==> src/rtl/console_rx_fifo_if.sv <==
// rtl/console_rx_fifo_if.sv - UART poll side and CPU pop side signals of the console receive FIFO
interface console_rx_fifo_if #(
  parameter int DEPTH_LOG2 = 4
);
  logic [31:0]         uart_dat_do;
  logic                uart_dat_re;
  logic                pop;
  logic [7:0]          rd_data;
  logic                rd_valid;
  logic                full;
  logic [DEPTH_LOG2:0] count;

  modport master (
    output uart_dat_do, pop,
    input  uart_dat_re, rd_data, rd_valid, full, count
  );

  modport slave (
    input  uart_dat_do, pop,
    output uart_dat_re, rd_data, rd_valid, full, count
  );
endinterface

==> src/rtl/console_rx_fifo.sv <==
// rtl/console_rx_fifo.sv - polls the console UART, acknowledges bytes and buffers them in a FWFT FIFO
module console_rx_fifo #(
  parameter int DEPTH_LOG2 = 4
) (
  input  logic               clk,
  input  logic               resetn,
  console_rx_fifo_if.slave   bus
);
  localparam int DEPTH = 1 << DEPTH_LOG2;
  localparam logic [DEPTH_LOG2:0]   CNT_FULL = (DEPTH_LOG2+1)'(DEPTH);
  localparam logic [DEPTH_LOG2:0]   CNT_ONE  = (DEPTH_LOG2+1)'(1);
  localparam logic [DEPTH_LOG2-1:0] PTR_ONE  = DEPTH_LOG2'(1);

  typedef enum logic [1:0] {POLL, ACK, SETTLE} state_t;

  state_t                state_q, state_d;
  logic [7:0]            mem [DEPTH];
  logic [DEPTH_LOG2-1:0] wr_ptr, rd_ptr;
  logic [DEPTH_LOG2:0]   cnt;
  logic                  byte_pending;
  logic                  is_full;
  logic                  push;
  logic                  pop_ok;

  assign byte_pending = bus.uart_dat_do != 32'hFFFF_FFFF;
  assign is_full      = cnt == CNT_FULL;
  // Eligibility uses the registered count, so a same-cycle pop never makes room.
  assign pop_ok       = bus.pop && (cnt != '0);

  always_comb begin
    state_d = state_q;
    push    = 1'b0;
    case (state_q)
      POLL: begin
        if (byte_pending && !is_full) begin
          push    = 1'b1;
          state_d = ACK;
        end
      end
      ACK:     state_d = SETTLE;
      SETTLE:  state_d = POLL;
      default: state_d = POLL;
    endcase
  end

  always_ff @(posedge clk or negedge resetn) begin
    if (!resetn) begin
      state_q <= POLL;
    end else begin
      state_q <= state_d;
    end
  end

  always_ff @(posedge clk or negedge resetn) begin
    if (!resetn) begin
      wr_ptr <= '0;
      rd_ptr <= '0;
      cnt    <= '0;
    end else begin
      if (push)   wr_ptr <= wr_ptr + PTR_ONE;
      if (pop_ok) rd_ptr <= rd_ptr + PTR_ONE;
      case ({push, pop_ok})
        2'b10:   cnt <= cnt + CNT_ONE;
        2'b01:   cnt <= cnt - CNT_ONE;
        default: cnt <= cnt;
      endcase
    end
  end

  // Storage is deliberately left out of reset; the pointers define what is valid.
  always_ff @(posedge clk) begin
    if (push) mem[wr_ptr] <= bus.uart_dat_do[7:0];
  end

  assign bus.uart_dat_re = state_q == ACK;
  assign bus.rd_data     = mem[rd_ptr];
  assign bus.rd_valid    = cnt != '0;
  assign bus.full        = is_full;
  assign bus.count       = cnt;
endmodule

==> src/flat_wrapper.sv <==
// flat-port wrapper written by rule: the top's interface ports become plain ports
module console_rx_fifo_flat 
#(
  parameter int DEPTH_LOG2 = 4
)
  (clk, resetn, bus_uart_dat_do, bus_pop, bus_uart_dat_re, bus_rd_data, bus_rd_valid, bus_full, bus_count);
  console_rx_fifo_if #(.DEPTH_LOG2(DEPTH_LOG2)) bus_i ();
  input  logic clk;
  input  logic resetn;
  input wire logic [$bits(bus_i.uart_dat_do)-1:0] bus_uart_dat_do;
  input wire logic [$bits(bus_i.pop)-1:0] bus_pop;
  output wire logic [$bits(bus_i.uart_dat_re)-1:0] bus_uart_dat_re;
  output wire logic [$bits(bus_i.rd_data)-1:0] bus_rd_data;
  output wire logic [$bits(bus_i.rd_valid)-1:0] bus_rd_valid;
  output wire logic [$bits(bus_i.full)-1:0] bus_full;
  output wire logic [$bits(bus_i.count)-1:0] bus_count;
  assign bus_i.uart_dat_do = bus_uart_dat_do;
  assign bus_i.pop = bus_pop;
  assign bus_uart_dat_re = bus_i.uart_dat_re;
  assign bus_rd_data = bus_i.rd_data;
  assign bus_rd_valid = bus_i.rd_valid;
  assign bus_full = bus_i.full;
  assign bus_count = bus_i.count;
  console_rx_fifo #(.DEPTH_LOG2(DEPTH_LOG2)) u_core (.clk(clk), .resetn(resetn), .bus(bus_i));
endmodule
==> config.mk <==
export PLATFORM = sky130hd
export DESIGN_NAME = console_rx_fifo_flat
export DESIGN_NICKNAME = d
export VERILOG_FILES = /design/src/rtl/console_rx_fifo_if.sv /design/src/rtl/console_rx_fifo.sv /design/src/flat_wrapper.sv
export SDC_FILE = /design/constraint.sdc
export NUM_CORES = 1
export LEC_CHECK = 0
export BUFFER_PORTS_ARGS = -buffer_cell sky130_fd_sc_hd__buf_2
export CORE_AREA = 3 3 113 104
export DETAILED_ROUTE_END_ITERATION = 7
export DIE_AREA = 0 0 116 107
export PLACE_DENSITY = 0.81
export SYNTH_ARGS = -nofsm -noshare
export SYNTH_HDL_FRONTEND = slang
export SYNTH_SLANG_ARGS = --single-unit
==> constraint.sdc <==
create_clock -name clk -period 5.4 [get_ports clk]
set_input_delay 1.62 -clock clk [delete_from_list [all_inputs] [get_ports clk]]
set_output_delay 1.62 -clock clk [all_outputs]
set_load 0.005 [all_outputs]
* Word-level counts from Yosys, hierarchy flattened
Memories as Yosys holds them, arrays and structs flattened.
Index checks and enable logic that the tools add are counted.
** Operators by class
- Add/subtract/negate cells :: 4
- Equality and inequality tests :: 6
- Muxes and demuxes :: 7
- Reductions and logical operators :: 6
** Operator list (count)
- 32-bit != test (second input constant) :: 1
- 5-bit one-hot mux with 2 select lines :: 1
- 4-bit by 1-bit adder with 4-bit output (second input constant) :: 2
- 5-bit by 1-bit adder with 5-bit output (second input constant) :: 1
- 5-bit equality test (second input constant) :: 1
- 5-bit nonzero test :: 1
- 5-bit by 1-bit subtractor with 5-bit output (second input constant) :: 1
- 2-bit by 1-bit equality test with 1-bit output (second input constant) :: 2
- 1-bit two-way mux :: 4
- 2-bit one-hot mux with 2 select lines :: 1
- 2-bit equality test (second input constant) :: 1
- 1-bit logical AND :: 2
- 2-bit logical NOT :: 1
- 2-bit two-way mux :: 1
- 2-bit by 1-bit != test with 1-bit output (second input constant) :: 1
- 2-bit nonzero test :: 1
- 1-bit logical NOT :: 1
** Storage, ports and cells
- Register bits :: 15
- Bits in writable memories :: 128
- Bits of input ports :: 35
- Output and inout port bits :: 16
- Logic and storage cells :: 28
- Memories :: 1
** Memory list
- u_core.mem :: depth 16, width 8, read ports 1, clocked after Yosys merged registers in 0, wr ports 1, RTL line console_rx_fifo.sv:17 : logic [7:0] mem [DEPTH];

* Longest topological paths before layout
- Word-level depth :: 7
- Depth in mapped cells :: 11
- Gate-level depth less buffers :: 11

* Worst setup path before layout
OpenSTA, ideal clock, no wires.
- Kind :: input port to flip-flop
- Start point :: input port bus_uart_dat_do[15]
- End point :: register u_core.cnt[4] (netlist: u_core.bus.count[4])
- Setup time :: 0.125 ns
- Data arrival time :: 3.763 ns
- Required time :: 5.275 ns
- Setup slack :: 1.512 ns
- Stages :: 11
- Path buffers :: 0
- Cells stage by stage :: nand4_1 -> nor4_1 -> a2111oi_4 -> inv_1 -> ha_1 -> ha_1 -> a21o_1 -> a21oi_1 -> xor2_1 -> nor2_1 -> xnor2_1
** On the way
- Cells in the longest elaborated chain, start to end :: 6
- Elaborated cells on any way between the ends :: 8
- Classes of those cells :: eq/ne: 3; mux: 3; reduce/logical: 2
** RTL lines
- start, declared :: RTL line flat_wrapper.sv:10 : input wire logic [$bits(bus_i.uart_dat_do)-1:0] bus_uart_dat_do;
- 32-bit != test * :: RTL line console_rx_fifo.sv:25 : assign byte_pending = bus.uart_dat_do != 32'hFFFF_FFFF;
- 1-bit logical AND * :: RTL line console_rx_fifo.sv:35 : if (byte_pending && !is_full) begin
- 1-bit two-way mux * :: RTL line console_rx_fifo.sv:35
- 1-bit two-way mux * :: RTL line console_rx_fifo.sv:33 : case (state_q)
- 2-bit by 1-bit equality test with 1-bit output or 2-bit equality test (tied branches) :: RTL line console_rx_fifo.sv:62 : case ({push, pop_ok})
- 5-bit one-hot mux with 2 select lines or 2-bit nonzero test (tied branches)
- end signal, assigned :: RTL line console_rx_fifo.sv:63 : 2'b10: cnt <= cnt + CNT_ONE;
- end signal, assigned :: RTL line console_rx_fifo.sv:64 : 2'b01: cnt <= cnt - CNT_ONE;
- end signal, assigned :: RTL line console_rx_fifo.sv:65 : default: cnt <= cnt;
- end, declared :: RTL line console_rx_fifo.sv:19 : logic [DEPTH_LOG2:0] cnt;
Every way passes the cells marked *; elsewhere a longest branch is shown, timed or not.
A chain may end at the register's enable or synchronous reset.

* Worst setup path after layout
- Start point :: register u_core.rd_ptr[0]
- End point :: output port bus_rd_data[2]
** On the way
- Cells in the longest elaborated chain, start to end :: 1
** RTL lines
- start, declared :: RTL line console_rx_fifo.sv:18 : logic [DEPTH_LOG2-1:0] wr_ptr, rd_ptr;
- start signal, assigned :: RTL line console_rx_fifo.sv:61 : if (pop_ok) rd_ptr <= rd_ptr + PTR_ONE;
- memory 16 x 8 bit
- end, declared :: RTL line flat_wrapper.sv:13 : output wire logic [$bits(bus_i.rd_data)-1:0] bus_rd_data;
No other way between the ends.

==> metrics.md <==
| Metric | Value |
|---|---|
| CP max-delay cell | mux4_2 |
| Top cell type by total area after synthesis | edfxtp_1 |
| Chip width | 116 um |
| Power Density | 554 nW/um2 |
| Syn Std Cell Area | 5850 um2 |
| First drt pass iteration count | 4 |
| Worst Slack Setup Final | ~1.2 ns |
| Post-cts sizing count | 0 |
| Number of synthesized flops with an enable pin | 128 |
| Fillers | 712 |
| HPWL Detailed | 7480 um |
| CP Class | reg -> out |
| Antenna-violating nets left | 0 |
| Starting Density | 0.546 |
| Register area share after synthesis | 0.721 |
| Maximum vdd ir drop | 0.000242 V |
| Routed WL | 12800 um |
| Commonest non-fill, non-tap cells in the layout | edfxtp_1, buf_2, mux4_2, clkbuf_16, dfrtp_1 |
| Final Instance Area | just under 7000 um2 |
| MaxCap Viol Count | 0 |
| Util after Layout | 0.631 |
| Slew Limit Fails | 0 |
| Total CTS buffers | 17 |
| Flop-to-flop setup slack | 2.43 ns |
| Tcrit/Tclk final | 0.777 |
| Fin nets | roughly 380 |
| Commonest non-fill, non-tap cell in the layout | edfxtp_1 |
| Worst relative slew slack | 0.412 |
| CP Data Required Time | 3.78 ns |
| Hold_buf cts | 0 |
| Dpl ws | around 0.86 ns |
| Worst Hold Path EP | u_core.state_q[1]$_DFFE_PN0P_ |
| Yosys cell types | 31 |
| Main area contributors after synthesis | edfxtp_1, mux4_2, dfrtp_1 |
| Final setup vio count | 0 |
| Worst-path cell chain | buf_4, mux4_2, mux4_2, buf_2 |
| Share of cells above drive strength 1 | 0.361 |
| Core outline area | approximately 11000 um2 |
| Post-synth ARST share | 0.105 |
| CTS tree | built |
| Non-Filler Instances | 482 |
| Max H-tree Level | 4 |
| Primary FF master, synth | edfxtp_1 |
| Worst-margin pin slew | 0.874 ns |
| First-pass GRT wire length | between 15000 and 20000 um |
| Status | completed |
| Via density | 6.25 |
| Hold WS | 0.542 ns |
| Critical Path Most Common Cell | mux4_2 |
| Row count | 36 |
| Total power | 3.75 mW |
| Crit Path Max Fanout | 35 |
| Fmax | around 240 MHz |
| Hold Violations, Final | 0 |
| Clk root buf | clkbuf_16 |
| Worst hold path depth | 1 |
| Area grow syn2layout | 15.7% |
| Synth warnings | 0 |
| Die H | 107 um |
| Yosys reg bits | around 140 |
| Global route overflow | 0 |
| Post-synthesis instance total | approximately 280 |
| RSZ-0062 raised after global routing | false |
| Area taken by multi-input logic gates | 1540 um2 |
| R2R cell count | 11 |
| Maximum number of pins on one net before global-route repair | 36 |
| Drt wl/cell | approximately 27 um |
| Setup TNS | 0 ns |
| Reg-to-Reg End | u_core.bus.count[4]$_DFFE_PN0P_ |
| Arr. time, crit path | 2.58 ns |
| CP peak stage delay | 0.61 ns |
| DP Area | ~6200 um2 |
| Final GP Congestion | between 0.7 and 0.8 |
| Register area | between 4000 and 5000 um2 |
| Syn Area/Cell | roughly 21 um2 |
| Post-Synthesis Net Count | 324 |
| Worst skew pair latency | 0.41 ns |
| LEAKAGE | between 2 and 2.5 nW |
| Skew final | 0.00884 ns |
| Worst-path clk slew | 0.05 ns |
| RR Startpoint | u_core.bus.count[0]$_DFFE_PN0P_ |
| Vias in the first global route | 3167 |
| Die ar. | 12400 um2 |
| Vias | 3011 |
| I/O Pins | 51 |
| Gr usage total | 0.225 |
| Clk sinks | 143 |
| Placed cell count | 453 |
| 1st-iter DRT viols | 315 |
| Setup crit start kind | flip-flop |
| Worst min path class | reg -> reg |
| Diode count | 0 |
| Post-CTS Setup Repair Bufs | 0 |
| Initial antenna violation count | 1 |
| Max clock buf depth | 2 |
| CP Capture Type | primary output |
| IO buf count | 50 |
| Area fraction of the dominant cell type after synthesis | 0.657 |
| Minimum clock period | 4.20 ns |
| # DRC | 0 |
| HP Start | u_core.state_q[1]$_DFFE_PN0P_ |
[cell families (layout without fill, tap and decap cells)]
kind of cell | count (synthesis) | count (layout) | synth area share
xor gates and xnor gates | 11 | 11 | 0.0165
adders and majority gates | 10 | 10 | 0.0227
DFF | 143 | 143 | 0.721
muxes | 42 | 42 | 0.159
and+or+nand+nor | 48 | 48 | 0.0518
buffers and inverters | 16 | 86 | 0.0160
AOI/OAI and AO/OA | 9 | 9 | 0.0131
[state kept, by name (all words and copies together) (netlist names)]
register	count
u_core.rd_ptr	4
u_core.state_q	2
u_core.wr_ptr	4
u_core.mem	128
u_core.bus.count	5
[cell type report]
type / instances / area share
inverter: 4 / 0.00222
timing repair buffer: 53 / 0.0403
clock inverter: 10 / 0.0181
tap: 133 / 0.0246
clock buffer: 19 / 0.0640
sequential: 143 / 0.624
multi-input combinational: 120 / 0.227
[worst max-delay path, delay by kind of cell, from the launching register on]
| family | cells | cell delay [ns] |
|---|---|---|
| flip-flops | 1 | 0.34 |
| multiplexers | 2 | 1.11 |
| buffers and inverters | 2 | 0.69 |
[power by group]
group          internal (mW)  total, mW  switching [mW]
clock                  0.709       1.12           0.414
combinational          0.576       1.11           0.533
sequential              1.38       1.52           0.138
[cell usage after synthesis (2+ instances only)]
library cell and n:
nor2_1 3, and2_1 7, buf_6 4, nor2b_1 4
nand4_1 10, o21ai_0 3, xor2_1 4, xnor2_1 7
a21o_1 2, inv_1 4, dfrtp_1 15, ha_1 9
clkbuf_1 4, nand2_1 4, buf_1 3, and3_1 13
edfxtp_1 128, nor4_1 2, a21oi_1 2, mux4_2 40
[worst max-delay path by stage]
| stage | startpoint | endpoint | cells past startpoint |
|---|---|---|---|
| finish | u_core.rd_ptr[0]$_DFFE_PN0P_ | bus_rd_data[2] | 4 |
| global route | u_core.rd_ptr[0]$_DFFE_PN0P_ | bus_rd_data[4] | 4 |
| CTS | u_core.rd_ptr[0]$_DFFE_PN0P_ | bus_rd_data[4] | 4 |
| detailed placement | bus_uart_dat_do[5] | u_core.bus.count[4]$_DFFE_PN0P_ | 12 |
| global placement | bus_uart_dat_do[5] | u_core.bus.count[4]$_DFFE_PN0P_ | 12 |
| floorplan | bus_uart_dat_do[15] | u_core.bus.count[4]$_DFFE_PN0P_ | 11 |
[layer usage]
layer | share of wire | track usage | vias to the layer above
met5 | 0.00063 | 0 | -
met4 | 0.032 | 0.100 | 2
met3 | 0.086 | 0.0615 | 39
met2 | 0.49 | 0.341 | 179
met1 | 0.40 | 0.310 | 1521
li1 | - | - | 1270
No activity file was read; power rests on OpenSTA's default activity.
